--- src/rtl/spi_slave_word.sv ---
// spi_slave_word: word-oriented SPI slave. SCLK/CS/MOSI are oversampled in the
// CLK domain, so every SCLK phase must span several CLK cycles.
// Handles all four CPOL/CPHA modes, back-to-back words while CS is held low,
// a one-deep TX holding register, an RX output register and sticky flags.
// Build option: define SPI_SLV_LSB_FIRST_EN to shift both directions LSB first.
module spi_slave_word #(
  parameter int WIDTH       = 8,
  parameter int CPOL        = 0,
  parameter int CPHA        = 0,
  parameter int SYNC_STAGES = 2
) (
  input  logic             CLK,
  input  logic             RST_N,
  input  logic             SCLK,
  input  logic             CS,
  input  logic             MOSI,
  output logic             MISO,
  input  logic [WIDTH-1:0] tx_data,
  input  logic             tx_valid,
  output logic             tx_ready,
  output logic [WIDTH-1:0] rx_data,
  output logic             rx_valid,
  input  logic             rx_ready,
  output logic             busy,
  output logic             overrun,
  output logic             underrun,
  input  logic             flag_clr
);

  localparam int   CW   = $clog2(WIDTH + 1);
  localparam logic POL  = (CPOL != 0);
  localparam logic PHA  = (CPHA != 0);
`ifdef SPI_SLV_LSB_FIRST_EN
  localparam logic LSB_FIRST = 1'b1;
`else
  localparam logic LSB_FIRST = 1'b0;
`endif

  typedef enum logic {IDLE = 1'b0, ACTIVE = 1'b1} state_t;

  logic [SYNC_STAGES-1:0] sclk_sync_q, sclk_sync_d;
  logic [SYNC_STAGES-1:0] cs_sync_q,   cs_sync_d;
  logic [SYNC_STAGES-1:0] mosi_sync_q, mosi_sync_d;
  logic                   sclk_prev_q, sclk_prev_d;
  state_t                 state_q, state_d;
  logic [CW-1:0]          cnt_q, cnt_d;
  logic [WIDTH-1:0]       rx_sh_q, rx_sh_d;
  logic [WIDTH-1:0]       tx_sh_q, tx_sh_d;
  logic                   skip_q, skip_d;
  logic [WIDTH-1:0]       hold_q, hold_d;
  logic                   hold_full_q, hold_full_d;
  logic [WIDTH-1:0]       rx_data_q, rx_data_d;
  logic                   rx_valid_q, rx_valid_d;
  logic                   overrun_q, overrun_d;
  logic                   underrun_q, underrun_d;

  logic sclk_s, cs_s, mosi_s, sclk_chg, lead, trail;
  logic cs_fall, cs_rise, act, do_sample, do_shift, word_done, load;
  logic [WIDTH-1:0] rx_nxt, tx_adv;
  logic tx_bit, ovr_set, und_set;

  // Synchroniser chains and edge-detect history
  always_comb begin
    sclk_sync_d = {sclk_sync_q[SYNC_STAGES-2:0], SCLK};
    cs_sync_d   = {cs_sync_q[SYNC_STAGES-2:0], CS};
    mosi_sync_d = {mosi_sync_q[SYNC_STAGES-2:0], MOSI};
    sclk_s      = sclk_sync_q[SYNC_STAGES-1];
    cs_s        = cs_sync_q[SYNC_STAGES-1];
    mosi_s      = mosi_sync_q[SYNC_STAGES-1];
    sclk_prev_d = sclk_s;
    sclk_chg    = sclk_s ^ sclk_prev_q;
    lead        = sclk_chg & (sclk_s != POL);
    trail       = sclk_chg & (sclk_s == POL);
  end

  // State register plus all datapath flops
  always_ff @(posedge CLK or negedge RST_N) begin
    if (!RST_N) begin
      sclk_sync_q <= {SYNC_STAGES{POL}};
      cs_sync_q   <= '1;
      mosi_sync_q <= '0;
      sclk_prev_q <= POL;
      state_q     <= IDLE;
      cnt_q       <= '0;
      rx_sh_q     <= '0;
      tx_sh_q     <= '0;
      skip_q      <= 1'b0;
      hold_q      <= '0;
      hold_full_q <= 1'b0;
      rx_data_q   <= '0;
      rx_valid_q  <= 1'b0;
      overrun_q   <= 1'b0;
      underrun_q  <= 1'b0;
    end else begin
      sclk_sync_q <= sclk_sync_d;
      cs_sync_q   <= cs_sync_d;
      mosi_sync_q <= mosi_sync_d;
      sclk_prev_q <= sclk_prev_d;
      state_q     <= state_d;
      cnt_q       <= cnt_d;
      rx_sh_q     <= rx_sh_d;
      tx_sh_q     <= tx_sh_d;
      skip_q      <= skip_d;
      hold_q      <= hold_d;
      hold_full_q <= hold_full_d;
      rx_data_q   <= rx_data_d;
      rx_valid_q  <= rx_valid_d;
      overrun_q   <= overrun_d;
      underrun_q  <= underrun_d;
    end
  end

  // Next state follows the synchronised chip select
  always_comb begin
    state_d = state_q;
    case (state_q)
      IDLE:    if (!cs_s) state_d = ACTIVE;
      ACTIVE:  if (cs_s)  state_d = IDLE;
      default: state_d = IDLE;
    endcase
  end

  // FSM outputs: transaction-level strobes decoded from state and edges
  always_comb begin
    cs_fall   = (state_q == IDLE) & ~cs_s;
    cs_rise   = (state_q == ACTIVE) & cs_s;
    act       = (state_q == ACTIVE) & ~cs_s;
    do_sample = act & (PHA ? trail : lead);
    do_shift  = act & (PHA ? lead : trail);
    word_done = do_sample & (cnt_q == CW'(WIDTH - 1));
    load      = cs_fall | word_done;
    busy      = (state_q == ACTIVE);
  end

  // Shift registers, bit counter, holding register, RX handshake and flags
  always_comb begin
    rx_nxt      = LSB_FIRST ? {mosi_s, rx_sh_q[WIDTH-1:1]} : {rx_sh_q[WIDTH-2:0], mosi_s};
    tx_adv      = LSB_FIRST ? {1'b0, tx_sh_q[WIDTH-1:1]} : {tx_sh_q[WIDTH-2:0], 1'b0};
    tx_bit      = LSB_FIRST ? tx_sh_q[0] : tx_sh_q[WIDTH-1];
    cnt_d       = cnt_q;
    rx_sh_d     = rx_sh_q;
    tx_sh_d     = tx_sh_q;
    skip_d      = skip_q;
    hold_d      = hold_q;
    hold_full_d = hold_full_q;
    rx_data_d   = rx_data_q;
    rx_valid_d  = rx_valid_q;
    ovr_set     = 1'b0;
    und_set     = 1'b0;
    if (cs_rise) begin
      // abandon any partial word; holding register is left alone
      cnt_d   = '0;
      rx_sh_d = '0;
      tx_sh_d = '0;
      skip_d  = 1'b0;
    end else begin
      if (do_sample) begin
        rx_sh_d = rx_nxt;
        cnt_d   = word_done ? '0 : cnt_q + 1'b1;
      end
      if (do_shift) begin
        if (skip_q) skip_d  = 1'b0;
        else        tx_sh_d = tx_adv;
      end
      if (load) begin
        if (hold_full_q) begin
          tx_sh_d     = hold_q;
          hold_full_d = 1'b0;
        end else begin
          tx_sh_d = '0;
          und_set = 1'b1;
        end
        // a freshly loaded bit 0 is already on MISO, so the next shift edge
        // must not advance; only the CPHA=0 start of a burst has no such edge
        skip_d = word_done | PHA;
      end
    end
    // capture only into an empty holding register (uses pre-cycle state)
    if (tx_valid && !hold_full_q) begin
      hold_d      = tx_data;
      hold_full_d = 1'b1;
    end
    if (word_done) begin
      if (!rx_valid_q || rx_ready) begin
        rx_data_d  = rx_nxt;
        rx_valid_d = 1'b1;
      end else begin
        ovr_set = 1'b1;
      end
    end else if (rx_valid_q && rx_ready) begin
      rx_valid_d = 1'b0;
    end
    overrun_d  = ovr_set | (overrun_q & ~flag_clr);
    underrun_d = und_set | (underrun_q & ~flag_clr);
  end

  assign MISO     = (state_q == ACTIVE) & tx_bit;
  assign tx_ready = ~hold_full_q;
  assign rx_data  = rx_data_q;
  assign rx_valid = rx_valid_q;
  assign overrun  = overrun_q;
  assign underrun = underrun_q;

endmodule

--- config.mk ---
export PLATFORM = sky130hd
export DESIGN_NAME = spi_slave_word
export DESIGN_NICKNAME = d
export VERILOG_FILES = /design/src/rtl/spi_slave_word.sv
export SDC_FILE = /design/constraint.sdc
export NUM_CORES = 1
export LEC_CHECK = 0
export ABC_AREA = 0
export CAP_MARGIN = 20
export CORE_ASPECT_RATIO = 0.75
export CORE_MARGIN = 5
export CORE_UTILIZATION = 25
export DETAILED_ROUTE_END_ITERATION = 8
export HOLD_SLACK_MARGIN = 0.05
export PLACE_DENSITY = 0.52
export RECOVER_POWER = 100
export SLEW_MARGIN = 10
export SYNTH_ARGS = -nofsm -noshare
export SYNTH_HDL_FRONTEND = slang
export SYNTH_SLANG_ARGS = --single-unit
--- constraint.sdc ---
create_clock -name CLK -period 2.25 [get_ports CLK]
set_clock_uncertainty 0.2 [all_clocks]
set_input_delay 0.3375 -clock CLK [delete_from_list [all_inputs] [get_ports CLK]]
set_output_delay 0.3375 -clock CLK [all_outputs]
set_load 0.02 [all_outputs]
==> flow_summary.yaml <==
run_status:
  status: "complete, no violations"
synth:
  synth_area_per_cell_um2: 13.8
  synth_flop_cell: "dfrtp_1"
  yosys.area.top_type: "dfrtp_1"
  syn-instance-count: 141
  async_flop_share_pct: 100
  synth_area_um2: 1950
  synth_edf_count: 0
  synth_nets: 158
  synth.distinct_cells: 38
  synth_area_leaders: "dfrtp_1 (59%), mux2_4 (6.2%), mux2_2 (4.1%)"
  synth_seq_cells: 48
  ys_warn_count: 0
  yosysSeqAreaShare_pct: 61.9
  synth_top_area_share_pct: 59.2
power_and_ir_drop:
  ir_drop_mv: 0.215
  comb_power_share_pct: 10.0
  p_seq_share_pct: 58.8
  power.internal_mw: 1.28
  p_sw_share_pct: 23.3
  pwr-share-clk_pct: 31.2
  p_sw_mw: 0.390
  power.density_nw_per_um2: 698
  p_leak_nw: 1.12
global_route:
  grt_max_degree: 26
  grt_use_total_pct: 7.81
  grt_pass1_wl_mm: 6.05
  antenna_found_initial: 0
  grt_pass1_vias: 1211
  overflow: 0
sta:
  finalHoldViolations: 0
  rsz0062_at_grt: "no"
  slew-limit-headroom_pct: 50.8
  tns_ns: 0
  post-route-period-util_pct: 95.8
  setup_viol: 0
  timing.final.max_slew_violations: 0
  worst_pin_slew_ns: 0.734
  final.min_clock_period_ns: 2.15
  fmax_ghz: 0.464
clocking:
  clock-sinks: 48
  clock_latency_ns: 0.29
  cts_buffers: 5
  cts_resized: 0
  clk_pin_slew_ns: 0.08
  htreeDepth: 2
  cts_buffer_depth: 2
  cts_setup_buffers: 0
  holdBufCountCts: 1
  cts_tree: "done"
  root_buffer: "clkbuf_8"
place:
  dpl-instance-area_um2: 2370
  gp_congestion: 0.687
  place_hpwl_mm: 2.63
  io_buffers: 29
  dp_cells: 270
critical_path:
  cp-start-kind: "flip-flop"
  rr_endpoint: "tx_sh_q[5]"
  cp.arrival_ns: 1.62
  reg2regPathDepth: 5
  cp-endpoint: "MISO"
  r2r_start: "cnt_q[0]"
  reg2reg_slack_ns: 0.20
  crit_start: "busy"
  crit_fanout: 11
  worst_setup_path_end_kind: "primary output"
  crit_required_ns: 1.71
  crit_type: "reg -> out"
layout:
  diodes: 0
  fill_cells: 754
  finalNonFillerCells: 279
  synthToLayoutAreaGrowth_pct: 23.1
  drive_gt1_share_pct: 11.8
  final_area_um2: 2390
  nNetsFinal: 194
  utilization_pct: 32.1
floorplan:
  core-area_um2: 7470
  fp-row-count: 27
  die_w_um: 112
  io_pins: 30
  die-area_um2: 9670
  die_h_um: 86.4
  initial_core_util_pct: 26.1
routing:
  antenna_left: 0
  vias_per_cell: 4.30
  vias: 1200
  drc: 0
  routed_wl_mm: 3.63
  firstDrtPassIters: 4
  drtIter0Drc: 41
  wl_per_cell_um: 13.0
hold_path:
  min-delay-path-class: "reg -> reg"
job:
  timing.max_cap.violations: 0
==> stage by stage <==
step	setup WS (ns)	hold WS, ns	power, mW
final	0.0955	0.153	1.67
after global routing	0.0411	0.159	1.75
after CTS	0.0609	0.155	1.71
after detailed placement	0.321	0.136	1.18
after global placement	0.327	0.133	1.18
after floorplan	0.456	-0.158	1.09
==> cells in the mapped netlist (all sizes together) (2+ instances only) <==
cell and n:
nand3 3, nand2b 2, buf 4, a21oi 3, o21ai 5, mux2 15, and2 8, a22o 9
nor2 3, dfstp 2, dfrtp 46, nand2 9, o31ai 2, nor2b 2, inv 6, o22ai 2
a221o 7
==> cell type report <==
type	count	area [µm²]	area share, %
clock buffer	8	90.1	3.76
inverter	6	22.5	0.940
multi-input combinational	82	639	26.7
sequential	48	1200	50.3
tap	101	126	5.28
timing repair buffer	34	313	13.1
==> how the worst min path moves through the flow <==
stage	from	to	slack (ns)	cells past startpoint
final	mosi_sync_q[0]	mosi_sync_q[1]	0.15	0
after global routing	mosi_sync_q[0]	mosi_sync_q[1]	0.16	0
after CTS	mosi_sync_q[0]	mosi_sync_q[1]	0.16	0
after detailed placement	mosi_sync_q[0]	mosi_sync_q[1]	0.14	0
after global placement	mosi_sync_q[0]	mosi_sync_q[1]	0.13	0
after floorplan	RST_N	busy	-0.16	0
==> kinds of logic (layout without fill, tap and decap cells) <==
logic type | count (synthesis) | count (layout) | share of synthesized area [%]
DFF | 48 | 48 | 61.9
and+or+nand+nor | 33 | 33 | 10.3
AOI/OAI and AO/OA | 32 | 32 | 13.6
muxes | 16 | 16 | 10.7
buffers and inverters | 11 | 48 | 2.83
adders and majority gates | 1 | 1 | 0.643
==> layout by cell type, fill, tap and decap left out, types with 3 or more instances in the layout <==
cell type	count
inv_1	6
clkbuf_1	4
clkbuf_8	6
and2_1	7
clkbuf_2	3
a221o_1	7
o21ai_0	4
a22o_1	9
mux2_1	7
dlygate4sd3_1	18
dfrtp_1	46
nor2_1	3
mux2_2	7
nand2_1	9
clkdlybuf4s50_1	11
nand3_1	3
==> routing by layer <==
metal / track usage, % / vias up / wire length (µm)
met4: 3.31 / 0 / 53
li1: - / 582 / -
met2: 10.3 / 26 / 1440
met1: 11.5 / 588 / 1940
met3: 2.58 / 4 / 197
met5: 0 / - / 0
==> power groups by stage <==
| stage | Sequential, mW | Clock [mW] | Combinational, mW |
|---|---|---|---|
| detailed placement | 1.00 | 0 | 0.182 |
| CTS | 0.985 | 0.543 | 0.184 |
| floorplan | 0.987 | 0 | 0.108 |
| finish | 0.983 | 0.521 | 0.168 |
| global placement | 1.00 | 0 | 0.181 |
| global route | 0.995 | 0.569 | 0.189 |
==> worst max-delay path, stage by stage (launching register included) <==
cell	delay, ns
dfrtp_1	0.55
and2_1	0.18
clkdlybuf4s50_1	0.59
==> sequential cells by signal, indices dropped and copies added, names as in the netlist, 2 cells and up <==
register     flops
tx_sh_q          8
cnt_q            4
sclk_sync_q      2
cs_sync_q        2
mosi_sync_q      2
rx_sh_q          7
rx_data          8
hold_q           8
Note: power is estimated with default switching activity, not from simulation.
